==> src/rtl/id_exe_stage_reg.sv <==
// id_exe_stage_reg: ID/EXE pipeline register with freeze, flush bubble and saturating stall counter.
// Control bits are gated to zero for bubbles; datapath is zeroed on flush and loaded otherwise.
module id_exe_stage_reg #(
  parameter int WIDTH   = 32,
  parameter int RADDR_W = 4,
  parameter int CNT_W   = 16
) (
  input  logic               clk,
  input  logic               rst_n,
  input  logic               freeze,
  input  logic               flush,
  input  logic               id_valid,
  input  logic [WIDTH-1:0]   id_pc,
  input  logic [WIDTH-1:0]   id_val_rn,
  input  logic [WIDTH-1:0]   id_val_rm,
  input  logic [11:0]        id_shift_operand,
  input  logic               id_imm,
  input  logic [23:0]        id_signed_imm24,
  input  logic [RADDR_W-1:0] id_dest,
  input  logic [RADDR_W-1:0] id_src1,
  input  logic [RADDR_W-1:0] id_src2,
  input  logic [3:0]         id_exe_cmd,
  input  logic               id_mem_r_en,
  input  logic               id_mem_w_en,
  input  logic               id_wb_en,
  input  logic               id_b,
  input  logic               id_s,
  input  logic               id_sr_c,
  output logic               ex_valid,
  output logic [WIDTH-1:0]   ex_pc,
  output logic [WIDTH-1:0]   ex_val_rn,
  output logic [WIDTH-1:0]   ex_val_rm,
  output logic [11:0]        ex_shift_operand,
  output logic               ex_imm,
  output logic [23:0]        ex_signed_imm24,
  output logic [RADDR_W-1:0] ex_dest,
  output logic [RADDR_W-1:0] ex_src1,
  output logic [RADDR_W-1:0] ex_src2,
  output logic [3:0]         ex_exe_cmd,
  output logic               ex_mem_r_en,
  output logic               ex_mem_w_en,
  output logic               ex_wb_en,
  output logic               ex_b,
  output logic               ex_s,
  output logic               ex_sr_c,
  output logic               ex_mem,
  output logic [CNT_W-1:0]   stall_cnt
);
  localparam int DW = 3*WIDTH + 12 + 1 + 24 + 3*RADDR_W + 4 + 1;
  logic [DW-1:0] data;
  logic [6:0]    ctl;
  always_ff @(posedge clk or negedge rst_n)
    if (!rst_n) begin
      data      <= '0;
      ctl       <= '0;
      stall_cnt <= '0;
    end else begin
      if (flush) begin
        data <= '0;
        ctl  <= '0;
      end else if (!freeze) begin
        data <= {id_pc, id_val_rn, id_val_rm, id_shift_operand, id_imm, id_signed_imm24,
                 id_dest, id_src1, id_src2, id_exe_cmd, id_sr_c};
        ctl  <= id_valid ? {1'b1, id_wb_en, id_mem_r_en, id_mem_w_en, id_b, id_s,
                            id_mem_r_en | id_mem_w_en} : 7'b0;
      end
      if (freeze && !flush && stall_cnt != '1) stall_cnt <= stall_cnt + 1'b1;
    end
  assign {ex_pc, ex_val_rn, ex_val_rm, ex_shift_operand, ex_imm, ex_signed_imm24,
          ex_dest, ex_src1, ex_src2, ex_exe_cmd, ex_sr_c} = data;
  assign {ex_valid, ex_wb_en, ex_mem_r_en, ex_mem_w_en, ex_b, ex_s, ex_mem} = ctl;
endmodule

==> config.mk <==
export PLATFORM = sky130hd
export DESIGN_NAME = id_exe_stage_reg
export DESIGN_NICKNAME = d
export VERILOG_FILES = /design/src/rtl/id_exe_stage_reg.sv
export SDC_FILE = /design/constraint.sdc
export NUM_CORES = 1
export LEC_CHECK = 0
export ABC_CLOCK_PERIOD_IN_PS = 4000
export BUFFER_PORTS_ARGS = -buffer_cell sky130_fd_sc_hd__buf_2
export CAP_MARGIN = 25
export CORE_AREA = 2 2 130 132
export DETAILED_ROUTE_END_ITERATION = 12
export DIE_AREA = 0 0 132 134
export PLACE_DENSITY_LB_ADDON = 0.25
export SLEW_MARGIN = 20
export SYNTH_ARGS = -nofsm -noshare
export SYNTH_HDL_FRONTEND = slang
export SYNTH_SLANG_ARGS = --single-unit
==> constraint.sdc <==
create_clock -name clk -period 4 [get_ports clk]
set_clock_uncertainty 0.2 [all_clocks]
set_input_delay 1.2 -clock clk [delete_from_list [all_inputs] [get_ports clk]]
set_output_delay 1.2 -clock clk [all_outputs]
set_load 0.02 [all_outputs]
---- After elaboration in Yosys (flattened, before gate mapping) ----
Cells that the tools add are included.
storage, ports and cells
  flip-flop bits (word level) ............. 173
  output and inout port bits .............. 173
  input port bits ......................... 160
cells by class
  mux-type cells .......................... 5
  bitwise gates (word level) .............. 1
  add/sub/neg operators ................... 1
  equal/unequal tests ..................... 2
  reductions and logical operators ........ 3
operators with widths
  operator                 number
  $mux W150                2
  $mux W7                  3
  $add A16 B1 Y16 const B  1
  $ne A16 B16 Y1 const B   1
  $logic_and A1 B1 Y1      2
  $ne A2 B1 Y1 const B     1
  $logic_not A1 Y1         1
  $or A1 B1 Y1             1

---- Longest topological paths before layout ----
Gate-level depths: netlist of run 1.
  depth in word-level cells ............... 4
  gate-level depth with buffers ........... 6
  mapped depth without buffers ............ 5

---- Worst setup path before layout of run 1 ----
Ideal clock, no wire load.
  kind .................................... input -> register
  start ................................... input port flush
  end ..................................... register stall_cnt[15]
  setup time .............................. 128 ps
  required time ........................... 3672 ps
  cell stages on the path ................. 6
  setup slack ............................. 1371 ps
  arrival ................................. 2301 ps
  cells stage by stage .................... buf_2 -> nand2b_4 -> buf_6 -> nor4_4 -> nand3_1 -> mux2_1
between the ends
  word-level cells in the longest chain between the ends .. 3
RTL lines
  element                            line  source
  from (decl)                        11    input logic flush,
  $logic_not A1 Y1                   67    if (freeze && !flush && stall_cnt != '1) stall_cnt <= stall_cnt + 1'b1;
  $logic_and A1 B1 Y1 (2 in series)  67
  to (signal assigned)               67
  to (decl)                          47    output logic [CNT_W-1:0] stall_cnt
Every way passes these cells.
A chain may end at the register's enable or synchronous reset.

---- Worst setup path in the final report of run 1 ----
  start ................................... register stall_cnt[4]
  end ..................................... output port stall_cnt[4]
No word-level cell between the ends.

==> flow_metrics.tcl, run 1 <==
set metrics [dict create \
    drive_gt1_frac 0.408 \
    required_ps 2600 \
    slowest_delay_ps 500 \
    fin_tns_setup_ps 0 \
    pwr-share-comb 0.158 \
    r2r_setup_slack_ps 1970 \
    cts.clk_slew.worst_paths_ps 60 \
    drv_slew 0 \
    worstHoldEndpoint "ctl[0]" \
    rows 47 \
    ys_ff_latch 173 \
    hpwl_um 12200 \
    start_util 0.435 \
    cap_violations 0 \
    start_kind "flip-flop" \
    die_w_um 132 \
    worstMarginPinSlew_ps 704 \
    p_sw_mw 1.23 \
    drtIter0Drc 270 \
    rr_worst_depth 5 \
    post-cts-setup-buffer-count 0 \
    firstDrtPassIters 4 \
    cts_sinks 173 \
    antenna_found_initial 1 \
    synth_nets 747 \
    ant_nets 0 \
    htreeDepth 4 \
    rsz0062_at_grt "false" \
    power.internal_mw 3.12 \
    p_per_area_nw_per_um2 455 \
    grt_pass1_vias 5237 \
    num-nets-final 1066 \
    grt_pass1_wl_um 27600 \
    insertion_delay_ps 420 \
    numPortBuffers 332 \
    numCtsBuffers 17 \
    worstHoldPathCells 2 \
    clockBufferDepth 2 \
    cts_hold_buf 0 \
    fin_crit_sh 0.637 \
    cts_tree "built" \
    seq_power_share 0.452 \
    endpoint_kind "output pin" \
    hold_path.class "reg2reg" \
    avgSynthCellArea_um2 12.1 \
    postCtsResizedCells 0 \
    setup_violations 0 \
    wire_per_inst_um 15.7 \
    pwr-share-clk 0.390 \
    p_total_mw 4.35 \
    drt-total-wl_um 17800 \
    fp.dieH_um 134 \
    diodes 0 \
    p_leak_nw 5.49 \
    worst-path-max-fanout 6 \
    io_pins 333 \
    ir_drop_v 0.000273 \
    slew_headroom 0.531 \
    worst_ep_arrival_time_ps 1150 \
    yosys_warnings 0 \
    cts-root-buf "clkbuf_16" \
    synthToLayoutAreaGrowth_pct 34.9 \
    synth_cell_type_count 33 \
    ys_seq_area_frac 0.610 \
    grt_use_total 0.199 \
    hold_viol_final 0 \
    min-delay-start "ctl[0]" \
    crit_buf_inv 1 \
    crit_type "reg2out" \
    period_needed_ps 2550 \
    core_region_area_um2 16300 \
    syn-cell-area_um2 7090 \
    place_congestion 0.760 \
    vias 5364 \
    worstReg2RegStart "stall_cnt[0]" \
    via_per_inst 4.71 \
    nFillCells 1373 \
    swShare 0.283 \
    cpLargestDelayFamily "flip-flops" \
    rr_endpoint "stall_cnt[1]" \
    status "complete, no violations" \
    synthCells 586 \
    cp_slowest_cell "dfrtp_1" \
    grt-ovfl-total 0 \
    drc 0 \
    max_freq_mhz 393 \
    die_area_um2 17700 \
    crit_chain "buf_2" \
    grt_max_degree 158 \
]
[routing by layer]
layer  wire length (um)  GRT usage
met1               7590      0.247
met2               8500      0.322
met3               1530     0.0786
met4                216     0.0598
met5                 11          0
[cells in the final DEF, fill, tap and decap left out, types with 6 or more instances in the layout]
master	netlist	routed
a21oi_1	7	7
buf_2	19	329
clkbuf_16	0	17
dfrtp_1	173	173
mux2i_1	151	151
nand2_1	8	8
nor2_1	163	163
xnor2_1	7	7
xor2_1	6	6
[state kept, by name, indices dropped and copies added, names as in the netlist]
signal and flops:
stall_cnt 16, data 150, ctl 7
[synthesized netlist by cell type, drive strengths merged]
| cell | count | area (um2) |
|---|---|---|
| clkbuf | 15 | 56.3 |
| o21ai | 2 | 10.0 |
| o21a | 1 | 7.51 |
| dfrtp | 173 | 4330 |
| o211ai | 1 | 7.51 |
| or4 | 1 | 7.51 |
| mux2 | 2 | 26.3 |
| xor2 | 6 | 52.6 |
| nor3 | 3 | 15.0 |
| nand3 | 5 | 30.0 |
| buf | 22 | 114 |
| nor2 | 164 | 618 |
| nor3b | 1 | 7.51 |
| nand3b | 1 | 7.51 |
| nand2b | 1 | 13.8 |
| nand4 | 5 | 46.3 |
| nor4b | 1 | 8.76 |
| or3 | 1 | 6.26 |
| xnor2 | 7 | 61.3 |
| nor4 | 4 | 55.1 |
| nand2 | 8 | 30.0 |
| mux2i | 151 | 1510 |
| ha | 1 | 12.5 |
| o2111ai | 2 | 17.5 |
| a21oi | 7 | 35.0 |
| and3 | 1 | 6.26 |
[power by group through the flow]
stage          sequential, mW  combinational [mW]  clock, mW
6_report                 1.97               0.687       1.70
5_1_grt                  1.98               0.747       1.81
4_1_cts                  1.97               0.698       1.74
3_5_place_dp             2.00               0.697          0
3_3_place_gp             2.00               0.687          0
2_1_floorplan            2.14               0.247          0
[logic make-up after synthesis]
group / share of synthesized area
xor gates and xnor gates: 0.0161
DFF: 0.610
AOI/OAI and AO/OA: 0.0109
muxes: 0.217
buffers and inverters: 0.0240
adders and majority gates: 0.00176
and+or+nand+nor: 0.120
[stage by stage]
step	std cells	setup slack, ps	util	hold slack, ps	cell area (um2)
6_report	1138	1450	0.587	314	9570
5_1_grt	1138	1420	0.587	335	9570
4_1_cts	1138	1450	0.587	322	9570
3_5_place_dp	1106	1080	0.550	308	8960
3_3_place_gp	1106	1100	0.550	296	8960
2_1_floorplan	586	1370	-	412	7090
[how the worst max path moves through the flow]
stage          cells after the start    startpoint             to  slack [ps]
2_1_floorplan                      6         flush  stall_cnt[15]        1370
3_3_place_gp                       5        freeze   stall_cnt[9]        1100
3_5_place_dp                       5        freeze   stall_cnt[9]        1080
4_1_cts                            1  stall_cnt[4]   stall_cnt[4]        1450
5_1_grt                            1  stall_cnt[4]   stall_cnt[4]        1420
6_report                           1  stall_cnt[4]   stall_cnt[4]        1450
[cell type report]
type                            count  area (um2)  share of cell area
Clock inverter                     11         131              0.0137
Multi-Input combinational cell    376        2590               0.271
Timing Repair Buffer              337        1770               0.185
Tap cell                          220         275              0.0288
Sequential cell                   173        4330               0.453
Clock buffer                       21         470              0.0492
Power figures use the tool's default switching activity.
==> run 2, diff against run 1 <==
--- a/config.mk
+++ b/config.mk
@@ -5,12 +5,12 @@
 export SDC_FILE = /design/constraint.sdc
 export NUM_CORES = 1
 export LEC_CHECK = 0
-export ABC_CLOCK_PERIOD_IN_PS = 4000
+export ABC_CLOCK_PERIOD_IN_PS = 2140
 export BUFFER_PORTS_ARGS = -buffer_cell sky130_fd_sc_hd__buf_2
 export CAP_MARGIN = 25
-export CORE_AREA = 2 2 130 132
+export CORE_MARGIN = 2
+export CORE_UTILIZATION = 42
 export DETAILED_ROUTE_END_ITERATION = 12
-export DIE_AREA = 0 0 132 134
 export PLACE_DENSITY_LB_ADDON = 0.25
 export SLEW_MARGIN = 20
 export SYNTH_ARGS = -nofsm -noshare
==> constraint.sdc (replaced) <==
create_clock -name clk -period 2.14 [get_ports clk]
set_clock_uncertainty 0.2 [all_clocks]
set_input_delay 0.642 -clock clk [delete_from_list [all_inputs] [get_ports clk]]
set_output_delay 0.642 -clock clk [all_outputs]
set_load 0.02 [all_outputs]
==> flow_metrics.tcl, run 2 (synthesized netlist as in run 1, its figures left out) <==
set metrics [dict create \
    status "complete, no violations" \
    ant_nets 0 \
    period_needed_ps 1970 \
    cp_slowest_cell "nor4_4" \
    endpoint_kind "flip-flop" \
    insertion_delay_ps 410 \
    rsz0062_at_grt "false" \
    synthToLayoutAreaGrowth_pct 36.1 \
    cts-root-buf "clkbuf_16" \
    drtIter0Drc 226 \
    grt_max_degree 119 \
    die_w_um 134 \
    nFillCells 1427 \
    crit_type "reg2reg" \
    drt-total-wl_um 17900 \
    hold_path.class "in2reg" \
    cpLargestDelayFamily "simple AND/OR/NAND/NOR gates" \
    post-cts-setup-buffer-count 0 \
    most-common-layout-cells "buf_2 (329), dfrtp_1 (173), nor2_1 (163)" \
    drive_gt1_frac 0.411 \
    vias 5414 \
    drv_slew 0 \
    largestRegisters "data (150), stall_cnt (16), ctl (7)" \
    clockBufferDepth 2 \
    firstDrtPassIters 4 \
    grt-ovfl-total 0 \
    drc 0 \
    worst_ep_arrival_time_ps 2070 \
    io_pins 333 \
    slowest_delay_ps 470 \
    htreeDepth 4 \
    p_leak_nw 5.54 \
    fin_tns_setup_ps 0 \
    grt_pass1_wl_um 28100 \
    worst-path-max-fanout 7 \
    crit_buf_inv 0 \
    fin_crit_sh 0.921 \
    crit_chain "ha_1 -> nand3_2 -> nor4_4 -> nor2_2 -> mux2_4" \
    final_common_cell "buf_2" \
    fin_area_um2 9660 \
    dp_slack_ps 126 \
    numCtsBuffers 17 \
    setup_violations 0 \
    required_ps 2240 \
    cts_sinks 173 \
    largest_register_ffs 150 \
    wire_per_inst_um 15.6 \
    cts_hold_buf 1 \
    antenna_found_initial 0 \
    max_freq_mhz 508 \
    setup_ws_ps 170 \
    p_per_area_nw_per_um2 842 \
    start_util 0.429 \
    num-nets-final 1074 \
    grt_use_total 0.200 \
    ir_drop_v 0.000505 \
    place_congestion 0.780 \
    regMostFlops "data" \
    hpwl_um 12700 \
    via_per_inst 4.72 \
    grt_pass1_vias 5478 \
    cts_tree "built" \
    slew_headroom 0.631 \
    start_kind "flip-flop" \
    core_region_area_um2 16500 \
    rows 47 \
    hold_viol_final 0 \
    cts.clk_slew.worst_paths_ps 70 \
    fp.dieH_um 134 \
    worstMarginPinSlew_ps 554 \
    place_area_um2 9040 \
    die_area_um2 17900 \
    postCtsResizedCells 0 \
    numPortBuffers 332 \
    cap_violations 0 \
]
run 2: power by group:
part	switching, mW	internal, mW	leakage (nW)	total, mW
registers	0.187	3.49	2.30	3.68
clock network	1.26	1.89	0.285	3.15
logic	0.780	0.521	2.96	1.30
run 2: worst reg2reg max path: cells and delay by family (launching register included):
| family | cells | cell delay [ps] |
|---|---|---|
| adder cells (fa/ha/maj) | 1 | 200 |
| multiplexers | 1 | 300 |
| flip-flops | 1 | 420 |
| AND/OR/NAND/NOR | 3 | 730 |
run 2: final cells by class:
type	count	area (um2)	area share
repair buffers	345	1850	0.192
diodes	1	2.50	0.000259
clock inverters	10	140	0.0145
well taps	220	275	0.0285
clock buffers	21	460	0.0477
flip-flops and latches	173	4330	0.448
multi-input cells	376	2590	0.269
run 2: layer usage:
layer,wire length [um],global-route usage
met1,7430,0.250
met2,8550,0.322
met3,1540,0.0684
met4,333,0.0768
met5,0,0
run 2: through the flow:
stage	total power, mW	utilization	hold WS [ps]	std cells
floorplan	4.46	-	146	586
global route	8.49	0.584	245	1145
finish	8.13	0.584	258	1146
detailed placement	5.05	0.547	301	1113
global placement	5.03	0.547	294	1113
CTS	8.23	0.584	240	1145
run 2: path summary, 6_finish.rpt:
check | to | slack, ps | depth (start not counted) | start
max reg2reg | stall_cnt[1] | 170 | 5 | stall_cnt[1]
min in group asynchronous | data[55] | 440 | 2 | rst_n
max | stall_cnt[1] | 170 | 5 | stall_cnt[1]
max in group asynchronous | data[33] | 750 | 3 | rst_n
min reg2reg | ctl[1] | 310 | 2 | ctl[1]
min | data[85] | 260 | 3 | id_val_rm[31]
